### config.mk
export PLATFORM = sky130hd
export DESIGN_NAME = uart_tx_sequencer
export DESIGN_NICKNAME = d
export VERILOG_FILES = /design/src/rtl/uart_tx_sequencer.sv
export SDC_FILE = /design/constraint.sdc
export NUM_CORES = 1
export LEC_CHECK = 0
export ABC_CLOCK_PERIOD_IN_PS = 2840
export CORE_AREA = 2 2 61 77
export DETAILED_ROUTE_END_ITERATION = 8
export DIE_AREA = 0 0 63 79
export SETUP_SLACK_MARGIN = 0.5
export SKIP_CTS_REPAIR_TIMING = 1
export SLEW_MARGIN = 20
export SYNTH_ARGS = -nofsm -noshare
export SYNTH_HDL_FRONTEND = slang
export SYNTH_SLANG_ARGS = --single-unit
### constraint.sdc
create_clock -name clk -period 2.84 [get_ports clk]
set_input_delay 0.426 -clock clk [delete_from_list [all_inputs] [get_ports clk]]
set_output_delay 0.426 -clock clk [all_outputs]
set_load 0.005 [all_outputs]
### src/rtl/uart_tx_sequencer.sv
// Sends a fixed MSG_LEN-byte message to a UART controller, one byte per Tx_WR strobe paced by Tx_BUSY.
// Optional build macro SEQ_REPEAT_EN: when start is still high at the end of a message, the message repeats with Tx_EN held high.
module uart_tx_sequencer #(
    parameter int unsigned          MSG_LEN        = 4,
    parameter logic [8*MSG_LEN-1:0] MSG            = 32'h89CC55AA,
    parameter int unsigned          GAP_CYCLES     = 16,
    parameter int unsigned          TIMEOUT_CYCLES = 1024
) (
    input  logic       clk,
    input  logic       reset,
    input  logic       start,
    input  logic       Tx_BUSY,
    output logic [7:0] Tx_DATA,
    output logic       Tx_WR,
    output logic       Tx_EN,
    output logic [3:0] byte_idx,
    output logic       done,
    output logic       stall
);

    localparam int unsigned CNT_MAX  = (TIMEOUT_CYCLES > GAP_CYCLES) ? TIMEOUT_CYCLES : GAP_CYCLES;
    localparam int unsigned CW       = $clog2(CNT_MAX + 1);
    localparam logic [3:0]  LAST_IDX = 4'(MSG_LEN - 1);
    localparam logic [CW-1:0] TO_LAST  = CW'(TIMEOUT_CYCLES - 1);
    localparam logic [CW-1:0] GAP_LAST = CW'(GAP_CYCLES - 1);

    typedef enum logic [2:0] {
        S_IDLE,
        S_LOAD,
        S_WRITE,
        S_WAIT_HI,
        S_WAIT_LO,
        S_GAP
    } state_e;

    state_e        state_q, state_d;
    logic [CW-1:0] cnt_q, cnt_d;
    logic [CW-1:0] cnt_inc;
    logic [7:0]    tx_data_q, tx_data_d;
    logic          tx_wr_q, tx_wr_d;
    logic          tx_en_q, tx_en_d;
    logic [3:0]    byte_idx_q, byte_idx_d;
    logic          done_q, done_d;
    logic          stall_q, stall_d;
    logic          gap_end;

    function automatic logic [7:0] msg_byte(input logic [3:0] idx);
        msg_byte = '0;
        for (int unsigned i = 0; i < MSG_LEN; i++) begin
            if (idx == 4'(i)) begin
                msg_byte = MSG[8*i +: 8];
            end
        end
    endfunction

    always_comb begin
        state_d    = state_q;
        cnt_d      = cnt_q;
        cnt_inc    = cnt_q + CW'(1);
        tx_data_d  = tx_data_q;
        tx_wr_d    = 1'b0;
        tx_en_d    = tx_en_q;
        byte_idx_d = byte_idx_q;
        done_d     = 1'b0;
        stall_d    = stall_q;
        gap_end    = 1'b0;

        case (state_q)
            S_IDLE: begin
                if (start && !stall_q) begin
                    state_d   = S_LOAD;
                    tx_en_d   = 1'b1;
                    tx_data_d = msg_byte(byte_idx_q);
                end
            end
            S_LOAD: begin
                if (!Tx_BUSY) begin
                    state_d = S_WRITE;
                    tx_wr_d = 1'b1;
                end
            end
            S_WRITE: begin
                cnt_d   = '0;
                state_d = S_WAIT_HI;
            end
            S_WAIT_HI: begin
                // Stall is flagged in the cycle the counter would become TIMEOUT_CYCLES-1.
                if (Tx_BUSY) begin
                    state_d = S_WAIT_LO;
                end else if (cnt_inc == TO_LAST) begin
                    stall_d = 1'b1;
                    tx_en_d = 1'b0;
                    state_d = S_IDLE;
                end else begin
                    cnt_d = cnt_inc;
                end
            end
            S_WAIT_LO: begin
                if (!Tx_BUSY) begin
                    if (GAP_CYCLES == 0) begin
                        gap_end = 1'b1;
                    end else begin
                        cnt_d   = '0;
                        state_d = S_GAP;
                    end
                end
            end
            S_GAP: begin
                if (cnt_q == GAP_LAST) begin
                    gap_end = 1'b1;
                end else begin
                    cnt_d = cnt_inc;
                end
            end
            default: begin
                state_d = S_IDLE;
            end
        endcase

        if (gap_end) begin
            cnt_d = '0;
            if (byte_idx_q == LAST_IDX) begin
                done_d     = 1'b1;
                byte_idx_d = '0;
`ifdef SEQ_REPEAT_EN
                if (start) begin
                    state_d   = S_LOAD;
                    tx_data_d = msg_byte(4'd0);
                end else begin
                    state_d = S_IDLE;
                    tx_en_d = 1'b0;
                end
`else
                state_d = S_IDLE;
                tx_en_d = 1'b0;
`endif
            end else begin
                byte_idx_d = byte_idx_q + 4'd1;
                tx_data_d  = msg_byte(byte_idx_q + 4'd1);
                state_d    = S_LOAD;
            end
        end
    end

    always_ff @(posedge clk or posedge reset) begin
        if (reset) begin
            state_q    <= S_IDLE;
            cnt_q      <= '0;
            tx_data_q  <= '0;
            tx_wr_q    <= 1'b0;
            tx_en_q    <= 1'b0;
            byte_idx_q <= '0;
            done_q     <= 1'b0;
            stall_q    <= 1'b0;
        end else begin
            state_q    <= state_d;
            cnt_q      <= cnt_d;
            tx_data_q  <= tx_data_d;
            tx_wr_q    <= tx_wr_d;
            tx_en_q    <= tx_en_d;
            byte_idx_q <= byte_idx_d;
            done_q     <= done_d;
            stall_q    <= stall_d;
        end
    end

    assign Tx_DATA  = tx_data_q;
    assign Tx_WR    = tx_wr_q;
    assign Tx_EN    = tx_en_q;
    assign byte_idx = byte_idx_q;
    assign done     = done_q;
    assign stall    = stall_q;

endmodule

==> metrics.md, run 1 <==
| Metric | Value |
|---|---|
| Multiplexer share of the synthesized area | less than 1% |
| Filler cell count | 430 |
| Number of register bits inferred by synthesis | 30 |
| Number of slew-limit violations in the final report | 0 |
| Design area | between 2000 and 2500 um^2 |
| First-pass GRT wire length | 7.21 mm |
| Reg2reg setup slack | between 0.5 and 0.6 ns |
| Dominant combinational cell family by area after synthesis | simple AND/OR/NAND/NOR gates |
| Grt total ovfl | 0 |
| Clock edge transition at the registers on the reported setup and hold paths | about 0.070 ns |
| Share of the core filled with cells in the final layout | about half |
| Class of the worst hold path | reg2reg |
| Pre-CTS worst setup slack | approximately 0.18 ns |
| Flip-flop cell with the highest count after synthesis | dfrtp_1 |
| Post-route insts no fill | approximately 290 |
| Clock tree root driver cell | clkbuf_8 |
| Yosys top cell area share | 42.0% |
| Peak VDD IR | 0.301 mV |
| Clock sink count | 30 |
| DP Area | around 2000 um^2 |
| Mean post-synth cell area | 9.03 um^2 |
| Antenna diode instance count | 0 |
| Port buffer count | 19 |
| Number of H-tree branching levels | 2 |
| Critical path's top delay family | simple AND/OR/NAND/NOR gates |
| Synthesized cell area | 1790 um^2 |
| Synthesized instance count | about 200 |
| Placed wire-length estimate | ~3.0 mm |
| Total track usage | 18.4% |
| Reg-to-reg critical path startpoint | cnt_q[9] |
| Aggregate routed wire length | around 4.1 mm |
| Reg-to-reg critical path endpoint | Tx_DATA[6] |
| F_max | around 0.43 GHz |
| Critical path's most frequent cell | or4_4 |
| WP data arrival | roughly 2.6 ns |
| Fraction of registers with async set or reset after synthesis | 100% |
| Remaining design rule violation count | 0 |
| Critical path depth | 6 |
| Transition at the pin with the smallest max-transition slack | 0.472 ns |
| Placer congestion estimate | roughly 0.88 |
| Area growth syn-to-layout | 24.7% |
| Vias post-DR | between 1500 and 2000 |
| I/O pin cnt | 20 |
| Total CTS buffers | 5 |
| Synth warn | 0 |
| Period Utilization, post-route | 82.0% |
| Setup repair after global routing missed its margin | yes |
| Critical path cell sequence | or4_4, or4_4, o21bai_4, o32a_1, a21oi_2, a21o_1 |
| Library cell with the highest instance count after synthesis | dfrtp_1 |
| Status | finished clean |
| Antenna violations before repair | 0 |
| Biggest cell delay along the critical path | 0.55 ns |
| Die Outline Area | roughly 5000 um^2 |
| Most area-consuming cells after synthesis | dfrtp_1 42%, o21ai_0 5.6%, ha_1 4.9% |
| Placed cell count | between 200 and 300 |
| Layout cells sized above 1 | ~16% |
| Required time of the critical path | between 3 and 4 ns |
| Number of violations reported at the end of detailed-routing iteration 0 | 87 |
| Average wire length per cell after detail routing | approximately 14 um |
| Starting Density | 41.7% |
| Cells on worst reg2reg path | 6 |
| Proportion of synthesized chip area in sequential cells | around two fifths |
| DIE HEIGHT | slightly below 80 um |
| Fin Setup TNS | 0 ns |
| Adder-cell share of the synthesized area | under 10% |
| Clk Latency, worst-skew pair | 0.29 ns |
| Max Clock Skew | around 0.0076 ns |
| Power density normalized to cell area | roughly 680 nW/um^2 |
| MaxCap Viol Count | 0 |
| Avg Vias per Cell | ~5.4 |
| Element type at the critical path end | register |
| Horizontal die dimension | 63 um |
| Number of nets in the layout | between 200 and 250 |
| Cell types with the highest counts after synthesis | 30 x dfrtp_1, 20 x o21ai_0, 19 x nand2_1, 16 x nor2_1 |
| CTS Buffer Depth | 2 |
| Routed Antenna Nets | 0 |
| Worst slew margin relative to its limit | approximately two thirds |
| Worst setup path start | cnt_q[9] |
| Library cell occupying the most area in the post-synthesis netlist | dfrtp_1 |
| Area of the core | 4290 um^2 |
| Buffers and inverters on the worst path | 0 |
| Critical Path Start Type | register |
| TritonCTS clock tree | done |
| Standard-cell row count | 27 |
| Share of the synthesized area in compound gates (AO/OA/AOI/OAI) | 22.7% |
| Largest net degree at the start of global routing | 31 |
| Final count of hold timing violations | 0 |
| Standby leakage power | ~0.00094 uW |
| First-pass detailed-route iteration total | 6 |
| Simple logic cell fraction of the synthesized area | 23.3% |
| Destination of the critical timing path | Tx_DATA[6] |
| Time the worst path needs with I/O delays and setup | between 2 and 2.5 ns |
| Synth Net Count | ~210 |
| Critical path class | reg2reg |
| Setup WS post-layout | around 0.51 ns |
| Number of enable flip-flop cells after synthesis | 0 |
| Fraction of synthesized cell area in xor and xnor cells | around 1.5% |
| Number of global-route vias before repair | between 1500 and 2000 |
| Number of different library cells in the post-synthesis netlist | 46 |
| Top fanout value on the critical path | 5 |
| Max stage delay cell, worst path | or4_4 |
| Total setup violations reported at the end of the flow | 0 |
-- flip-flops by register name (all words and copies together), names as in the netlist --
register,count
state_q,3
cnt_q,11
Tx_DATA,8
byte_idx,4
Tx_EN,1
stall,1
done,1
Tx_WR,1
-- worst min-delay path by stage --
| stage | end | start | cells past startpoint | slack (ns) |
|---|---|---|---|---|
| 2_1_floorplan | Tx_DATA[3] | Tx_DATA[3] | 1 | 0.47 |
| 3_3_place_gp | Tx_DATA[1] | Tx_DATA[1] | 1 | 0.46 |
| 3_5_place_dp | Tx_DATA[7] | Tx_DATA[7] | 1 | 0.47 |
| 4_1_cts | Tx_DATA[7] | Tx_DATA[7] | 1 | 0.49 |
| 5_1_grt | Tx_DATA[2] | Tx_DATA[2] | 1 | 0.51 |
| 6_report | Tx_DATA[7] | Tx_DATA[7] | 1 | 0.48 |
-- cells by family (layout without fill, tap and decap cells) --
family	after synthesis	count (layout)
AOI/OAI and AO/OA	61	61
xor gates and xnor gates	3	3
adders and majority gates	7	7
buffers and inverters	17	46
DFF	30	30
muxes	1	1
and+or+nand+nor	79	79
-- layout by cell type, fill, tap and decap left out, drive strengths merged, types with 3 or more instances in the layout --
cell type | synthesis | layout
or3 | 4 | 4
nand4 | 3 | 3
or4 | 3 | 3
dfrtp | 30 | 30
nor3 | 3 | 3
ha | 7 | 7
clkbuf | 2 | 6
o21ai | 23 | 23
nand3 | 8 | 8
inv | 9 | 9
nand2b | 7 | 7
nand2 | 19 | 19
clkdlybuf4s50 | 0 | 19
o31ai | 7 | 7
buf | 5 | 10
xnor2 | 3 | 3
a21o | 9 | 9
nor2b | 5 | 5
a21oi | 7 | 7
or2 | 3 | 3
nor2 | 16 | 16
-- metrics by stage --
step | hold WS, ns | total power (uW)
3_3_place_gp | 0.458 | 1090
3_5_place_dp | 0.473 | 1120
5_1_grt | 0.509 | 1650
6_report | 0.481 | 1530
4_1_cts | 0.488 | 1490
2_1_floorplan | 0.473 | 899
-- area by class of cell --
class | instances | area (um^2) | share of cell area (%)
inverter | 9 | 33.8 | 1.52
clock buffer | 6 | 82.6 | 3.70
sequential | 30 | 753 | 33.8
multi-input combinational | 151 | 1010 | 45.3
clock inverter | 2 | 12.5 | 0.561
timing repair buffer | 29 | 265 | 11.9
tap | 58 | 72.6 | 3.25
-- power breakdown --
group / switching, uW / internal (uW) / leakage (uW)
logic: 263 / 294 / 0.000500
registers: 91.1 / 516 / 0.000390
clock network: 169 / 194 / 0.0000472
total: 523 / 1000 / 0.000937
-- layer usage --
metal | wire length, um | vias up | share of wire [%] | global-route usage, %
li1 | - | 763 | - | -
met1 | 1700 | 748 | 41 | 19.7
met2 | 2210 | 32 | 54 | 33.9
met3 | 125 | 10 | 3.0 | 3.68
met4 | 84 | 0 | 2.0 | 9.33
met5 | 0 | - | 0 | 0
No activity file was read; power rests on OpenSTA's default activity.
==> inputs of run 2 (changes only) <==
ABC_CLOCK_PERIOD_IN_PS = 2170   (was 2840)
clock period = 2.17 ns   (was 2.84 ns; I/O delays follow)
==> metrics.md, run 2 (synthesis results as in run 1) <==
| Metric | Value |
|---|---|
| Status | finished, violations left (was finished clean) |
| Failing checks | setup timing |
| Area growth syn-to-layout | 47.0% (was 24.7%) |
| Number of nets in the layout | 266 (was 237) |
| Die Outline Area | 4980 um^2 (unchanged) |
| Share of total power in sequential cells | 32.8% (was 39.8%) |
| Critical path cell sequence | or4_4, or4_4, a22o_1, or2_1, a21oi_2 (was or4_4, or4_4, o21bai_4, o32a_1, a21oi_2, a21o_1) |
| Clock edge transition at the registers on the reported setup and hold paths | 0.07 ns (about the same) |
| WP data arrival | 2.48 ns (was 2.56 ns) |
| Standby leakage power | 0.00113 uW (was 0.000937 uW) |
| Number of global-route vias before repair | 1684 (was 1569) |
| Period Utilization, post-route | 104% (was 82.0%) |
| Clock tree root driver cell | clkbuf_8 (unchanged) |
| Portion of total power attributed to combinational logic | 43.6% (was 36.4%) |
| Met2 wire length | 2.61 mm (was 2.21 mm) |
| Critical Path Start Type | register (unchanged) |
| Worst slew margin relative to its limit | 66.6% (was 68.2%) |
| Antenna violations before repair | 0 (unchanged) |
| Clk Latency, worst-skew pair | 0.29 ns (about the same) |
| Minimum hold slack | 0.420 ns (was 0.481 ns) |
| Area of the core | 4290 um^2 (unchanged) |
| DR WL met3 | 141 um (was 125 um) |
| Transition at the pin with the smallest max-transition slack | 0.497 ns (was 0.472 ns) |
| Setup repair after global routing missed its margin | yes (unchanged) |
| Most common cell after layout, fill and taps aside | buf_4 (was dfrtp_1) |
| Post-route insts no fill | 314 (was 285) |
| Element type at the critical path end | register (unchanged) |
| Setup WS post-layout | -0.0946 ns (was 0.511 ns) |
| Most flops, register | cnt_q (unchanged) |
| CTS Buffer Depth | 2 (unchanged) |
| Placer congestion estimate | 0.958 (was 0.884) |
| Standard-cell row count | 27 (unchanged) |
| Cells on worst reg2reg path | 5 (was 6) |
| Horizontal die dimension | 63 um (unchanged) |
| Met1 wire length | 1.97 mm (was 1.70 mm) |
| Share of total power in the clock network | 23.6% (was 23.8%) |
| Number of H-tree branching levels | 2 (unchanged) |
| DIE HEIGHT | 79 um (unchanged) |
| TritonCTS clock tree | done (unchanged) |
| Grt total ovfl | 0 (unchanged) |
| Critical path's most frequent cell | or4_4 (unchanged) |
| Largest net degree at the start of global routing | 31 (unchanged) |
| Remaining design rule violation count | 0 (unchanged) |
| Commonest cells after routing, fill and taps aside | 30 x buf_4, 26 x dfrtp_1, 19 x clkdlybuf4s50_1, 17 x nand2_1, 12 x nor2_1 (was 28 x dfrtp_1, 19 x nand2_1, 19 x o21ai_0, 19 x clkdlybuf4s50_1, 16 x nor2_1) |
| Power density normalized to cell area | 878 nW/um^2 (was 685 nW/um^2) |
| NetSw | 779 uW (was 523 uW) |
| Biggest cell delay along the critical path | 0.58 ns (was 0.55 ns) |
| Starting Density | 41.7% (unchanged) |
| Internal power | 1530 uW (was 1000 uW) |
| Total track usage | 19.5% (was 18.4%) |
| F_max | 0.442 GHz (was 0.429 GHz) |
| Peak VDD IR | 0.674 mV (was 0.301 mV) |
| Highest routing layer actually used | met4 (unchanged) |
| Layout cells sized above 1 | 33.2% (was 15.9%) |
| Top fanout value on the critical path | 4 (was 5) |
| Number of slew-limit violations in the final report | 0 (unchanged) |
| Critical path's top delay family | simple AND/OR/NAND/NOR gates (unchanged) |
| First-pass detailed-route iteration total | 6 (unchanged) |
| Avg Vias per Cell | 5.44 (was 5.45) |
| Antenna diode instance count | 0 (unchanged) |
| Filler cell count | 382 (was 430) |
| I/O pin cnt | 20 (unchanged) |
| Required time of the critical path | 2.39 ns (was 3.07 ns) |
| Max stage delay cell, worst path | or4_4 (unchanged) |
| First-pass GRT wire length | 7.60 mm (was 7.21 mm) |
| Critical path depth | 5 (was 6) |
| Number of violations reported at the end of detailed-routing iteration 0 | 55 (was 87) |
| Placed cell count | 299 (was 272) |
| Class of the worst hold path | in2async (was reg2reg) |
| Placed wire-length estimate | 3.41 mm (was 2.98 mm) |
| Number of flip-flops under the largest register name | 11 (unchanged) |
| Total setup violations reported at the end of the flow | 8 (was 0) |
| Vias post-DR | 1708 (was 1553) |
| Aggregate routed wire length | 4.84 mm (was 4.13 mm) |
| Clock sink count | 30 (unchanged) |
| Critical path class | reg2reg (unchanged) |
| Buffers and inverters on the worst path | 0 (unchanged) |
| Port buffer count | 19 (unchanged) |
| Area taken by flip-flops and latches | 756 um^2 (was 753 um^2) |
| Average wire length per cell after detail routing | 15.4 um (was 14.5 um) |
| Time the worst path needs with I/O delays and setup | 2.26 ns (was 2.33 ns) |
| Combined area of the multi-input logic cells | 1130 um^2 (was 1010 um^2) |
| Max Clock Skew | 0.00352 ns (was 0.00761 ns) |
| Switching part of the total | 33.8% (was 34.2%) |
| MaxCap Viol Count | 0 (unchanged) |
| Total CTS buffers | 5 (unchanged) |
| Routed Antenna Nets | 0 (unchanged) |
| Final count of hold timing violations | 0 (unchanged) |
[run 2: per-layer routing]
layer | GRT usage (%) | vias to the layer above
met5 | 0 | -
met4 | 8.44 | 0
met3 | 4.11 | 11
met2 | 36.3 | 39
met1 | 21.1 | 835
li1 | - | 823
[run 2: per-stage QoR]
step	setup WS [ns]	setup TNS, ns	util, %	total power [uW]	area, um^2
after detailed placement	-0.0578	-0.303	54.2	1610	2320
after floorplan	-0.0363	-0.0726	-	1220	1870
after global routing	-0.143	-1.36	61.2	2440	2630
after global placement	-0.0286	-0.0833	54.2	1590	2320
final	-0.0946	-0.406	61.2	2310	2630
after CTS	-0.0727	-0.454	56.8	2170	2430
[run 2: final cells by class]
class / instances / area share (%)
Multi-Input combinational cell: 151 / 43.0
Sequential cell: 30 / 28.8
Timing Repair Buffer: 58 / 20.0
Clock buffer: 8 / 4.19
Tap cell: 58 / 2.76
Inverter: 9 / 1.29
[run 2: worst register-to-register path, stage by stage (launching register included)]
cell and delay, ns:
dfrtp_1 0.38, or4_4 0.55, or4_4 0.58, a22o_1 0.29
or2_1 0.26, a21oi_2 0.14
[run 2: power groups by stage]
stage	clock, uW	combinational (uW)	sequential [uW]
floorplan	0	459	763
global placement	0	830	761
detailed placement	0	847	768
CTS	562	852	757
global route	579	1090	775
finish	543	1010	757
[run 2: final timing paths]
check,slack (ns),endpoint,start
max in group asynchronous,1.43,byte_idx[2],reset
max,-0.09,state_q[1],cnt_q[5]
min reg2reg,0.48,Tx_DATA[1],Tx_DATA[1]
min,0.42,cnt_q[2],reset
max reg2reg,-0.09,state_q[1],cnt_q[5]
min in group clk,0.48,Tx_DATA[1],Tx_DATA[1]
==> inputs of run 3 (changes only) <==
HOLD_SLACK_MARGIN = 0.1   (was unset)
==> results of run 3 <==
No change in the layout: final DEF, timing and power equal those of run 2.
